`config.mk`:
```
export PLATFORM = sky130hd
export DESIGN_NAME = apb_dpmem_arbiter_flat
export DESIGN_NICKNAME = d
export VERILOG_FILES = /design/src/rtl/apb_pkg.sv /design/src/rtl/apb_dpmem_arbiter_if.sv /design/src/rtl/apb_rr_arbiter.sv /design/src/rtl/apb_dpmem_arbiter.sv /design/src/flat_wrapper.sv
export SDC_FILE = /design/constraint.sdc
export NUM_CORES = 1
export LEC_CHECK = 0
export CAP_MARGIN = 10
export CORE_AREA = 3 3 119 121
export DETAILED_ROUTE_END_ITERATION = 10
export DIE_AREA = 0 0 122 124
export PLACE_DENSITY = 0.87
export SLEW_MARGIN = 20
export SYNTH_ARGS = -nofsm -noshare
export SYNTH_HDL_FRONTEND = slang
export SYNTH_SLANG_ARGS = --single-unit
```
`constraint.sdc`:
```
create_clock -name PCLK -period 1.9 [get_ports PCLK]
set_input_delay 0.285 -clock PCLK [delete_from_list [all_inputs] [get_ports PCLK]]
set_output_delay 0.285 -clock PCLK [all_outputs]
set_load 0.01 [all_outputs]
```
`src/rtl/apb_pkg.sv`:
```
// Shared APB widths, payload types and the arbiter state encoding.
// No ports; imported by the interface, the arbiter and the bench.
package apb_pkg;

    localparam int ADDR_WIDTH = 32;
    localparam int DATA_WIDTH = 32;
    localparam int STRB_WIDTH = DATA_WIDTH / 8;

    typedef logic [ADDR_WIDTH-1:0] addr_t;
    typedef logic [DATA_WIDTH-1:0] data_t;
    typedef logic [STRB_WIDTH-1:0] strb_t;

    typedef enum logic [1:0] {
        ARB_IDLE,
        ARB_SETUP,
        ARB_ACCESS
    } arb_state_t;

endpackage

```
`src/rtl/apb_dpmem_arbiter_if.sv`:
```
// APB bus between the arbiter (master) and the memory slave port.
// Signals: PSEL PENABLE PWRITE PADDR PWDATA PSTRB / PRDATA PREADY PSLVERR.
interface apb_dpmem_arbiter_if;
    import apb_pkg::*;

    logic  PSEL;
    logic  PENABLE;
    logic  PWRITE;
    addr_t PADDR;
    data_t PWDATA;
    strb_t PSTRB;
    data_t PRDATA;
    logic  PREADY;
    logic  PSLVERR;

    modport master (
        output PSEL, PENABLE, PWRITE,
        output PADDR, PWDATA, PSTRB,
        input  PRDATA, PREADY, PSLVERR
    );

    modport slave (
        input  PSEL, PENABLE, PWRITE,
        input  PADDR, PWDATA, PSTRB,
        output PRDATA, PREADY, PSLVERR
    );

endinterface

```
`src/rtl/apb_rr_arbiter.sv`:
```
// Combinational round-robin pick: first req bit strictly after ptr.
// Ports: req, ptr in; gnt (one-hot), idx (grant index), any out.
module apb_rr_arbiter #(
    parameter int NUM_REQ = 2,
    parameter int IDX_W   = $clog2(NUM_REQ)
) (
    input  logic [NUM_REQ-1:0] req,
    input  logic [IDX_W-1:0]   ptr,
    output logic [NUM_REQ-1:0] gnt,
    output logic [IDX_W-1:0]   idx,
    output logic               any
);

    always_comb begin
        int         j;
        logic [IDX_W-1:0] jj;
        gnt = '0;
        idx = '0;
        any = 1'b0;
        j   = 0;
        jj  = '0;
        // Scan ptr+1 .. ptr+NUM_REQ so ptr itself is visited last.
        for (int k = 1; k <= NUM_REQ; k++) begin
            j = int'(ptr) + k;
            if (j >= NUM_REQ) begin
                j = j - NUM_REQ;
            end
            jj = IDX_W'(j);
            if (!any && req[jj]) begin
                any     = 1'b1;
                gnt[jj] = 1'b1;
                idx     = jj;
            end
        end
    end

endmodule

```
`src/rtl/apb_dpmem_arbiter.sv`:
```
// APB master sharing one memory slave port among NUM_REQ requesters.
// Ports: PCLK, PRESETn; req_valid/write/addr/wdata/strb in, req_ready out;
// rsp_valid/rsp_rdata/rsp_err out; apb (master modport of the APB bus).
// Option: define APB_ARB_TIMEOUT_EN to abort ACCESS after TIMEOUT_CYCLES.
module apb_dpmem_arbiter
    import apb_pkg::*;
#(
    parameter int NUM_REQ        = 2,
    parameter int TIMEOUT_CYCLES = 16
) (
    input  logic                         PCLK,
    input  logic                         PRESETn,
    input  logic [NUM_REQ-1:0]           req_valid,
    input  logic [NUM_REQ-1:0]           req_write,
    input  logic [NUM_REQ*ADDR_WIDTH-1:0] req_addr,
    input  logic [NUM_REQ*DATA_WIDTH-1:0] req_wdata,
    input  logic [NUM_REQ*STRB_WIDTH-1:0] req_strb,
    output logic [NUM_REQ-1:0]           req_ready,
    output logic [NUM_REQ-1:0]           rsp_valid,
    output data_t                        rsp_rdata,
    output logic                         rsp_err,
    apb_dpmem_arbiter_if.master          apb
);

    localparam int IDX_W = $clog2(NUM_REQ);

    arb_state_t state_q, state_d;
    logic [IDX_W-1:0] ptr_q, ptr_d;
    logic [IDX_W-1:0] owner_q, owner_d;

    logic psel_d, penable_d, pwrite_d;
    addr_t paddr_d;
    data_t pwdata_d;
    strb_t pstrb_d;
    logic [NUM_REQ-1:0] ready_d, rsp_valid_d;
    data_t rdata_d;
    logic err_d;

    logic [NUM_REQ-1:0] gnt;
    logic [IDX_W-1:0] gnt_idx;
    logic gnt_any;
    logic grant_go;
    logic timeout;
    logic [NUM_REQ-1:0] owner_hot;

    apb_rr_arbiter #(
        .NUM_REQ (NUM_REQ),
        .IDX_W   (IDX_W)
    ) u_rr (
        .req (req_valid),
        .ptr (ptr_q),
        .gnt (gnt),
        .idx (gnt_idx),
        .any (gnt_any)
    );

    assign owner_hot = NUM_REQ'(1) << owner_q;

`ifdef APB_ARB_TIMEOUT_EN
    localparam int CNT_W = $clog2(TIMEOUT_CYCLES + 1);
    logic [CNT_W-1:0] cnt_q;

    // Zero in every non-ACCESS cycle, so it starts at 0 on ACCESS entry.
    always_ff @(posedge PCLK or negedge PRESETn) begin
        if (!PRESETn) begin
            cnt_q <= '0;
        end else if (state_q != ARB_ACCESS) begin
            cnt_q <= '0;
        end else if (cnt_q != CNT_W'(TIMEOUT_CYCLES)) begin
            cnt_q <= cnt_q + 1'b1;
        end
    end

    assign timeout = (state_q == ARB_ACCESS) &&
                     (cnt_q == CNT_W'(TIMEOUT_CYCLES - 1));
`else
    // Stalled transfers wait forever in this build.
    assign timeout = (TIMEOUT_CYCLES < 0);
`endif

    always_comb begin
        state_d     = state_q;
        ptr_d       = ptr_q;
        owner_d     = owner_q;
        psel_d      = apb.PSEL;
        penable_d   = apb.PENABLE;
        pwrite_d    = apb.PWRITE;
        paddr_d     = apb.PADDR;
        pwdata_d    = apb.PWDATA;
        pstrb_d     = apb.PSTRB;
        ready_d     = '0;
        rsp_valid_d = '0;
        rdata_d     = rsp_rdata;
        err_d       = rsp_err;
        grant_go    = 1'b0;

        unique case (state_q)
            ARB_IDLE: begin
                grant_go = gnt_any;
            end
            ARB_SETUP: begin
                penable_d = 1'b1;
                state_d   = ARB_ACCESS;
            end
            ARB_ACCESS: begin
                if (apb.PREADY) begin
                    rsp_valid_d = owner_hot;
                    rdata_d     = apb.PWRITE ? '0 : apb.PRDATA;
                    err_d       = apb.PSLVERR;
                    if (gnt_any) begin
                        grant_go = 1'b1;
                    end else begin
                        psel_d    = 1'b0;
                        penable_d = 1'b0;
                        state_d   = ARB_IDLE;
                    end
                end else if (timeout) begin
                    rsp_valid_d = owner_hot;
                    rdata_d     = '0;
                    err_d       = 1'b1;
                    psel_d      = 1'b0;
                    penable_d   = 1'b0;
                    state_d     = ARB_IDLE;
                end
            end
            default: begin
                state_d = ARB_IDLE;
            end
        endcase

        // Shared by IDLE and back-to-back ACCESS completion.
        if (grant_go) begin
            ptr_d     = gnt_idx;
            owner_d   = gnt_idx;
            ready_d   = gnt;
            psel_d    = 1'b1;
            penable_d = 1'b0;
            pwrite_d  = req_write[gnt_idx];
            paddr_d   = req_addr[int'(gnt_idx)*ADDR_WIDTH +: ADDR_WIDTH];
            pwdata_d  = req_wdata[int'(gnt_idx)*DATA_WIDTH +: DATA_WIDTH];
            pstrb_d   = req_write[gnt_idx] ?
                        req_strb[int'(gnt_idx)*STRB_WIDTH +: STRB_WIDTH] : '0;
            state_d   = ARB_SETUP;
        end
    end

    always_ff @(posedge PCLK or negedge PRESETn) begin
        if (!PRESETn) begin
            state_q     <= ARB_IDLE;
            ptr_q       <= IDX_W'(NUM_REQ - 1);
            owner_q     <= '0;
            apb.PSEL    <= 1'b0;
            apb.PENABLE <= 1'b0;
            apb.PWRITE  <= 1'b0;
            apb.PADDR   <= '0;
            apb.PWDATA  <= '0;
            apb.PSTRB   <= '0;
            req_ready   <= '0;
            rsp_valid   <= '0;
            rsp_rdata   <= '0;
            rsp_err     <= 1'b0;
        end else begin
            state_q     <= state_d;
            ptr_q       <= ptr_d;
            owner_q     <= owner_d;
            apb.PSEL    <= psel_d;
            apb.PENABLE <= penable_d;
            apb.PWRITE  <= pwrite_d;
            apb.PADDR   <= paddr_d;
            apb.PWDATA  <= pwdata_d;
            apb.PSTRB   <= pstrb_d;
            req_ready   <= ready_d;
            rsp_valid   <= rsp_valid_d;
            rsp_rdata   <= rdata_d;
            rsp_err     <= err_d;
        end
    end

endmodule
```
`src/flat_wrapper.sv`:
```
// flat-port wrapper written by rule: the top's interface ports become plain ports
module apb_dpmem_arbiter_flat import apb_pkg::*;
#(
    parameter int NUM_REQ        = 2,
    parameter int TIMEOUT_CYCLES = 16
)
  (PCLK, PRESETn, req_valid, req_write, req_addr, req_wdata, req_strb, req_ready, rsp_valid, rsp_rdata, rsp_err, apb_PSEL, apb_PENABLE, apb_PWRITE, apb_PADDR, apb_PWDATA, apb_PSTRB, apb_PRDATA, apb_PREADY, apb_PSLVERR);
  apb_dpmem_arbiter_if apb_i ();
  input  logic PCLK;
  input  logic PRESETn;
  input  logic [NUM_REQ-1:0] req_valid;
  input  logic [NUM_REQ-1:0] req_write;
  input  logic [NUM_REQ*ADDR_WIDTH-1:0] req_addr;
  input  logic [NUM_REQ*DATA_WIDTH-1:0] req_wdata;
  input  logic [NUM_REQ*STRB_WIDTH-1:0] req_strb;
  output logic [NUM_REQ-1:0] req_ready;
  output logic [NUM_REQ-1:0] rsp_valid;
  output data_t rsp_rdata;
  output logic rsp_err;
  output wire logic [$bits(apb_i.PSEL)-1:0] apb_PSEL;
  output wire logic [$bits(apb_i.PENABLE)-1:0] apb_PENABLE;
  output wire logic [$bits(apb_i.PWRITE)-1:0] apb_PWRITE;
  output wire logic [$bits(apb_i.PADDR)-1:0] apb_PADDR;
  output wire logic [$bits(apb_i.PWDATA)-1:0] apb_PWDATA;
  output wire logic [$bits(apb_i.PSTRB)-1:0] apb_PSTRB;
  input wire logic [$bits(apb_i.PRDATA)-1:0] apb_PRDATA;
  input wire logic [$bits(apb_i.PREADY)-1:0] apb_PREADY;
  input wire logic [$bits(apb_i.PSLVERR)-1:0] apb_PSLVERR;
  assign apb_PSEL = apb_i.PSEL;
  assign apb_PENABLE = apb_i.PENABLE;
  assign apb_PWRITE = apb_i.PWRITE;
  assign apb_PADDR = apb_i.PADDR;
  assign apb_PWDATA = apb_i.PWDATA;
  assign apb_PSTRB = apb_i.PSTRB;
  assign apb_i.PRDATA = apb_PRDATA;
  assign apb_i.PREADY = apb_PREADY;
  assign apb_i.PSLVERR = apb_PSLVERR;
  apb_dpmem_arbiter #(.NUM_REQ(NUM_REQ), .TIMEOUT_CYCLES(TIMEOUT_CYCLES)) u_core (.PCLK(PCLK), .PRESETn(PRESETn), .req_valid(req_valid), .req_write(req_write), .req_addr(req_addr), .req_wdata(req_wdata), .req_strb(req_strb), .req_ready(req_ready), .rsp_valid(rsp_valid), .rsp_rdata(rsp_rdata), .rsp_err(rsp_err), .apb(apb_i));
endmodule
```
==> impl_metrics.json, run 1 <==
{
  "dp_hpwl_um": 12940,
  "htreeDepth": 3,
  "wl_um": 16690,
  "endpoint_kind": "flip-flop",
  "status": "finished, final reports clean",
  "clk_latency_ns": 0.35,
  "critPathRequiredTime_ns": 2.17,
  "viasPerCell": 4.996,
  "grt_max_degree": 59,
  "cp.arrival_ns": 1.94,
  "yosys.area.top_type_share": 0.5421,
  "synth_edf_count": 0,
  "cts_tree": "yes",
  "finalPower_w": 0.01204,
  "p_leak_nw": 3.641,
  "grt_pass1_vias": 5082,
  "vias": 4776,
  "clk_path_buf_depth": 2,
  "ys_ff_latch": 112,
  "ant_nets": 0,
  "synth_commonest_cells": "dfrtp_1, o21ai_0, o21ai_1",
  "finalCritPeriodShare": 0.8754,
  "whs_ns": 0.3787,
  "startpoint_type": "flip-flop",
  "fin_cells": 956,
  "ys_top_cells_by_area": "dfrtp_1, mux2i_1, o21ai_0",
  "synth.most_common_cell": "dfrtp_1",
  "drive_gt1_frac": 0.06923,
  "cts_sinks": 112,
  "fillers": 1010,
  "root_buffer": "clkbuf_16",
  "ys_types": 28,
  "fin_crit_ns": 1.663,
  "worst_slew_pin_slew_ns": 0.3349,
  "crit_type": "flip-flop to flip-flop",
  "setup_viol": 0,
  "portBuffers": 283,
  "areaGrowthSynthToFinish_pct": 67.15,
  "slew_headroom": 0.7767,
  "wl_per_cell_um": 17.46,
  "rsz0062_at_grt": "false",
  "synth_area_um2": 5124,
  "place_congestion": 0.8094,
  "start_util": 0.3884,
  "dp_cells": 940,
  "clk_pin_slew_ns": 0.07,
  "numCtsBuffers": 9,
  "grt_pass1_wl_um": 25920,
  "max_freq_ghz": 0.6012,
  "pin_count": 284,
  "die_h_um": 124,
  "fp-row-count": 42,
  "grt-ovfl-total": 0,
  "drt-initial-drc-count": 224,
  "fin_nets": 955,
  "antennaDiodeCount": 0,
  "synth_async_sr_flop_share": 1.000,
  "die_w_um": 122,
  "synth.avg_cell_area_um2": 10.44,
  "antenna_found_initial": 0,
  "grtUsageTotal": 0.2205,
  "synth_top_area_cell": "dfrtp_1",
  "synth_fp_nets": 670,
  "maxCapViolCount": 0,
  "critPathMaxFanout": 50,
  "postCtsResizedCells": 0,
  "finalMaxSlewViolations": 0,
  "fin_skew_ns": 0.006732,
  "synth_ff_type": "dfrtp_1",
  "hold_viol_final": 0,
  "drc": 0,
  "syn_inst": 491,
  "die_area_um2": 15130,
  "powerDensity_nw_per_um2": 1406,
  "firstDrtPassIters": 6,
  "worstHoldPathType": "input port to asynchronous set/reset pin",
  "synth_warnings": 0,
  "vdd_drop_max_uv": 634.4,
  "fin_tns_setup_ns": 0,
  "core_um2": 13190,
  "ys_seq_area_frac": 0.5473
}
repair_timing:
item | 4_1_cts | 5_1_grt
buffers inserted | 0 | 0
endpoints found under the hold margin | 20 | 0
hold buffers | 1 | 0
final timing paths:
path                                    from                     to  slack [ns]  cells after the start
max                        u_core.state_q[0]  u_core.apb.PWDATA[14]        0.24                      6
max reg2reg                u_core.state_q[0]  u_core.apb.PWDATA[14]        0.24                      6
min                                  PRESETn   u_core.rsp_rdata[31]        0.38                      2
min in group PCLK             u_core.owner_q    u_core.rsp_valid[0]        0.48                      1
max in group asynchronous            PRESETn           u_core.ptr_q        0.84                      3
min reg2reg                   u_core.owner_q    u_core.rsp_valid[0]        0.48                      1
report_power, final:
| group | total, W | switching (W) | internal, W |
|---|---|---|---|
| Sequential | 0.00414 | 0.000612 | 0.00352 |
| Combinational | 0.00613 | 0.00281 | 0.00332 |
| Clock | 0.00177 | 0.000813 | 0.000959 |
critical path, cell delays in order (launching register included):
cell and delay, ns:
dfrtp_1 0.39, inv_1 0.09, ha_1 0.29, a21oi_4 0.07, or2_2 0.36, buf_12 0.19, o21ai_1 0.16
kinds of logic (layout without fill, tap and decap cells):
group,Yosys count,count (layout),share of synthesized area
compound gates,174,174,0.1744
flops,112,112,0.5473
simple gates,85,85,0.08059
mux,75,75,0.1480
buf+inv,42,331,0.04249
fa+ha+maj,3,3,0.007327
final cells by class:
type / count / area (um2) / area share
repair buffers: 313 / 3133 / 0.3658
flip-flops and latches: 112 / 2804 / 0.3274
multi-input cells: 337 / 2128 / 0.2485
clock buffers: 15 / 267.8 / 0.03126
well taps: 176 / 220.2 / 0.02571
inverters: 3 / 11.26 / 0.001315
layer usage:
metal | vias to the layer above | track usage | part of all wire
met4 | 0 | 0.08123 | 0.020
li1 | 2274 | - | -
met1 | 2295 | 0.2526 | 0.38
met5 | - | 0 | 0
met3 | 23 | 0.05495 | 0.074
met2 | 184 | 0.3992 | 0.52
flip-flops by register name (all words and copies together) (netlist names), 2 cells and up:
name               count
u_core.apb.PSTRB       4
u_core.apb.PWDATA     32
u_core.apb.PADDR      32
u_core.rsp_rdata      32
u_core.rsp_valid       2
u_core.req_ready       2
u_core.state_q         2
layout by cell type (no fill, tap or decap), drive strengths merged, types with 2 or more instances in the layout:
cell type,instances
a21boi,2
buf,30
nand2,44
inv,3
a21o,2
clkbuf,15
mux2i,69
o21ai,165
clkdlybuf4s50,282
dfrtp,111
a21oi,2
mux2,6
nand2b,32
ha,3
nor2,6
metrics by stage:
stage	area, um2	utilization	setup slack, ns
floorplan	5124	-	0.3261
global placement	8287	0.6282	0.03081
detailed placement	8287	0.6282	0.01163
CTS	8564	0.6493	0.2256
global route	8564	0.6493	0.06381
finish	8564	0.6493	0.2368
No activity file was read; power rests on OpenSTA's default activity.
==> inputs of run 2 (changes only) <==
PLACE_DENSITY = default   (was 0.87)
PLACE_DENSITY_LB_ADDON = 0.15   (was default)
==> impl_metrics.json, run 2 (synthesized netlist as in run 1, its figures left out) <==
{
  "status": "finished, final reports clean",
  "met3_usage": 0.05722,
  "die_area_um2": 15130,
  "drc": 0,
  "endpoint_kind": "flip-flop",
  "startpoint_type": "flip-flop",
  "finalMaxSlewViolations": 0,
  "fin_tns_setup_ns": 0,
  "wl_per_cell_um": 16.80,
  "use_met1": 0.2490,
  "grt_max_degree": 113,
  "clk_latency_ns": 0.34,
  "cp_top_family": "buffers and inverters",
  "grt-ovfl-total": 0,
  "fin_crit_ns": 1.675,
  "rsz0062_at_grt": "false",
  "top_regs": "u_core.apb.PADDR (32), u_core.apb.PWDATA (32), u_core.rsp_rdata (32)",
  "fp-row-count": 42,
  "vdd_drop_max_uv": 700.3,
  "grt_pass1_vias": 4751,
  "fin_nets": 954,
  "worstHoldPathType": "input port to asynchronous set/reset pin",
  "numCtsBuffers": 9,
  "firstDrtPassIters": 6,
  "areaGrowthSynthToFinish_pct": 67.74,
  "grt_use_met2": 0.3526,
  "die_w_um": 122,
  "slew_headroom": 0.6048,
  "fillers": 1066,
  "finalCritPeriodShare": 0.8816,
  "vias": 4762,
  "ant_nets": 0,
  "fin_cells": 956,
  "post_cts_buffers": 0,
  "cts_sinks": 112,
  "dp_hpwl_um": 12180,
  "drive_gt1_frac": 0.07436,
  "postCtsResizedCells": 0,
  "drt-initial-drc-count": 224,
  "cpMostUsedCell": "buf_4",
  "p_leak_nw": 3.655,
  "regToRegSetupSlack_ns": 0.22,
  "dpl_cell_area_um2": 8287,
  "clk_path_buf_depth": 2,
  "reg2reg_to": "u_core.apb.PWDATA[8]",
  "dp_cells": 940,
  "crit_type": "flip-flop to flip-flop",
  "antenna_found_initial": 0,
  "critPathMaxFanout": 26,
  "place_congestion": 0.7689,
  "final_cell_area_um2": 8594,
  "maxCapViolCount": 0,
  "critPathRequiredTime_ns": 2.17,
  "antennaDiodeCount": 0,
  "cts_tree": "yes",
  "final_common_cell": "clkdlybuf4s50_1",
  "pin_count": 284,
  "grt_pass1_wl_um": 24600,
  "busiest_layer": "met2",
  "fin_skew_ns": 0.008399,
  "powerDensity_nw_per_um2": 1417,
  "fin_util": 0.6516,
  "portBuffers": 283,
  "root_buffer": "clkbuf_16",
  "core_um2": 13190,
  "r2r_cells": 7,
  "hold_viol_final": 0,
  "max_freq_ghz": 0.5970,
  "r2r_start": "u_core.state_q[0]",
  "start_util": 0.3884,
  "cp.depth": 7,
  "viasPerCell": 4.981,
  "ctsHoldBuffers": 0,
  "path_buf_inv": 3,
  "clk_pin_slew_ns": 0.07,
  "cpPeakStageDelay_ns": 0.38,
  "critical_path.slowest_cell": "dfrtp_1",
  "worst_slew_pin_slew_ns": 0.5928,
  "crit_chain": "inv_1, ha_1, a21oi_4, buf_4, buf_4, o21ai_0, o21ai_1",
  "final_cell_mix": "clkdlybuf4s50_1, dfrtp_1, o21ai_0, o21ai_1, mux2i_1",
  "wl_um": 16060,
  "grtUsageTotal": 0.2073,
  "setup_viol": 0,
  "htreeDepth": 3,
  "whs_ns": 0.01635,
  "die_h_um": 124,
  "cp.arrival_ns": 1.94
}
run 2: cell types whose count changed in the layout (fill, tap and decap cells not counted):
| cell | before | now |
|---|---|---|
| inv_6 | 0 | 1 |
| clkbuf_8 | 2 | 1 |
| clkinv_4 | 0 | 3 |
| clkbuf_1 | 4 | 1 |
| bufinv_16 | 0 | 1 |
| dlygate4sd3_1 | 1 | 0 |
run 2: layout make-up:
cell class              count  area, um2  share of cell area
multi-input cells         337       2128              0.2476
well taps                 176      220.2             0.02562
repair buffers            312       3123              0.3634
clock buffers              11      242.7             0.02824
clock inverters             5      65.06            0.007570
inverters                   3      11.26            0.001310
flip-flops and latches    112       2804              0.3262
run 2: metal layers:
metal	vias to the layer above	part of all wire	wire, um
met3	27	0.082	1310
met1	2270	0.39	6233
met2	189	0.50	8091
met4	0	0.026	423
met5	-	0	0
li1	2276	-	-
run 2: stage by stage:
stage	total power [W]	setup slack [ns]
floorplan	0.006818	0.3261
global placement	0.01019	0.04216
detailed placement	0.01035	-0.02704
CTS	0.01233	0.2419
global route	0.01298	0.1199
finish	0.01218	0.2250
run 2: report_power, final:
group	switching [W]	internal, W
logic	0.00280	0.00333
registers	0.000598	0.00352
clock network	0.000857	0.00107
run 2: worst max-delay path by stage:
stage | from | endpoint | slack (ns)
after floorplan | u_core.state_q[0] | u_core.apb.PSTRB[0] | 0.33
after global placement | req_valid[0] | u_core.apb.PADDR[11] | 0.04
after detailed placement | req_valid[0] | u_core.apb.PWDATA[25] | -0.03
after CTS | u_core.state_q[0] | u_core.apb.PWDATA[8] | 0.24
after global routing | u_core.state_q[0] | u_core.apb.PADDR[18] | 0.12
final | u_core.state_q[0] | u_core.apb.PWDATA[8] | 0.22
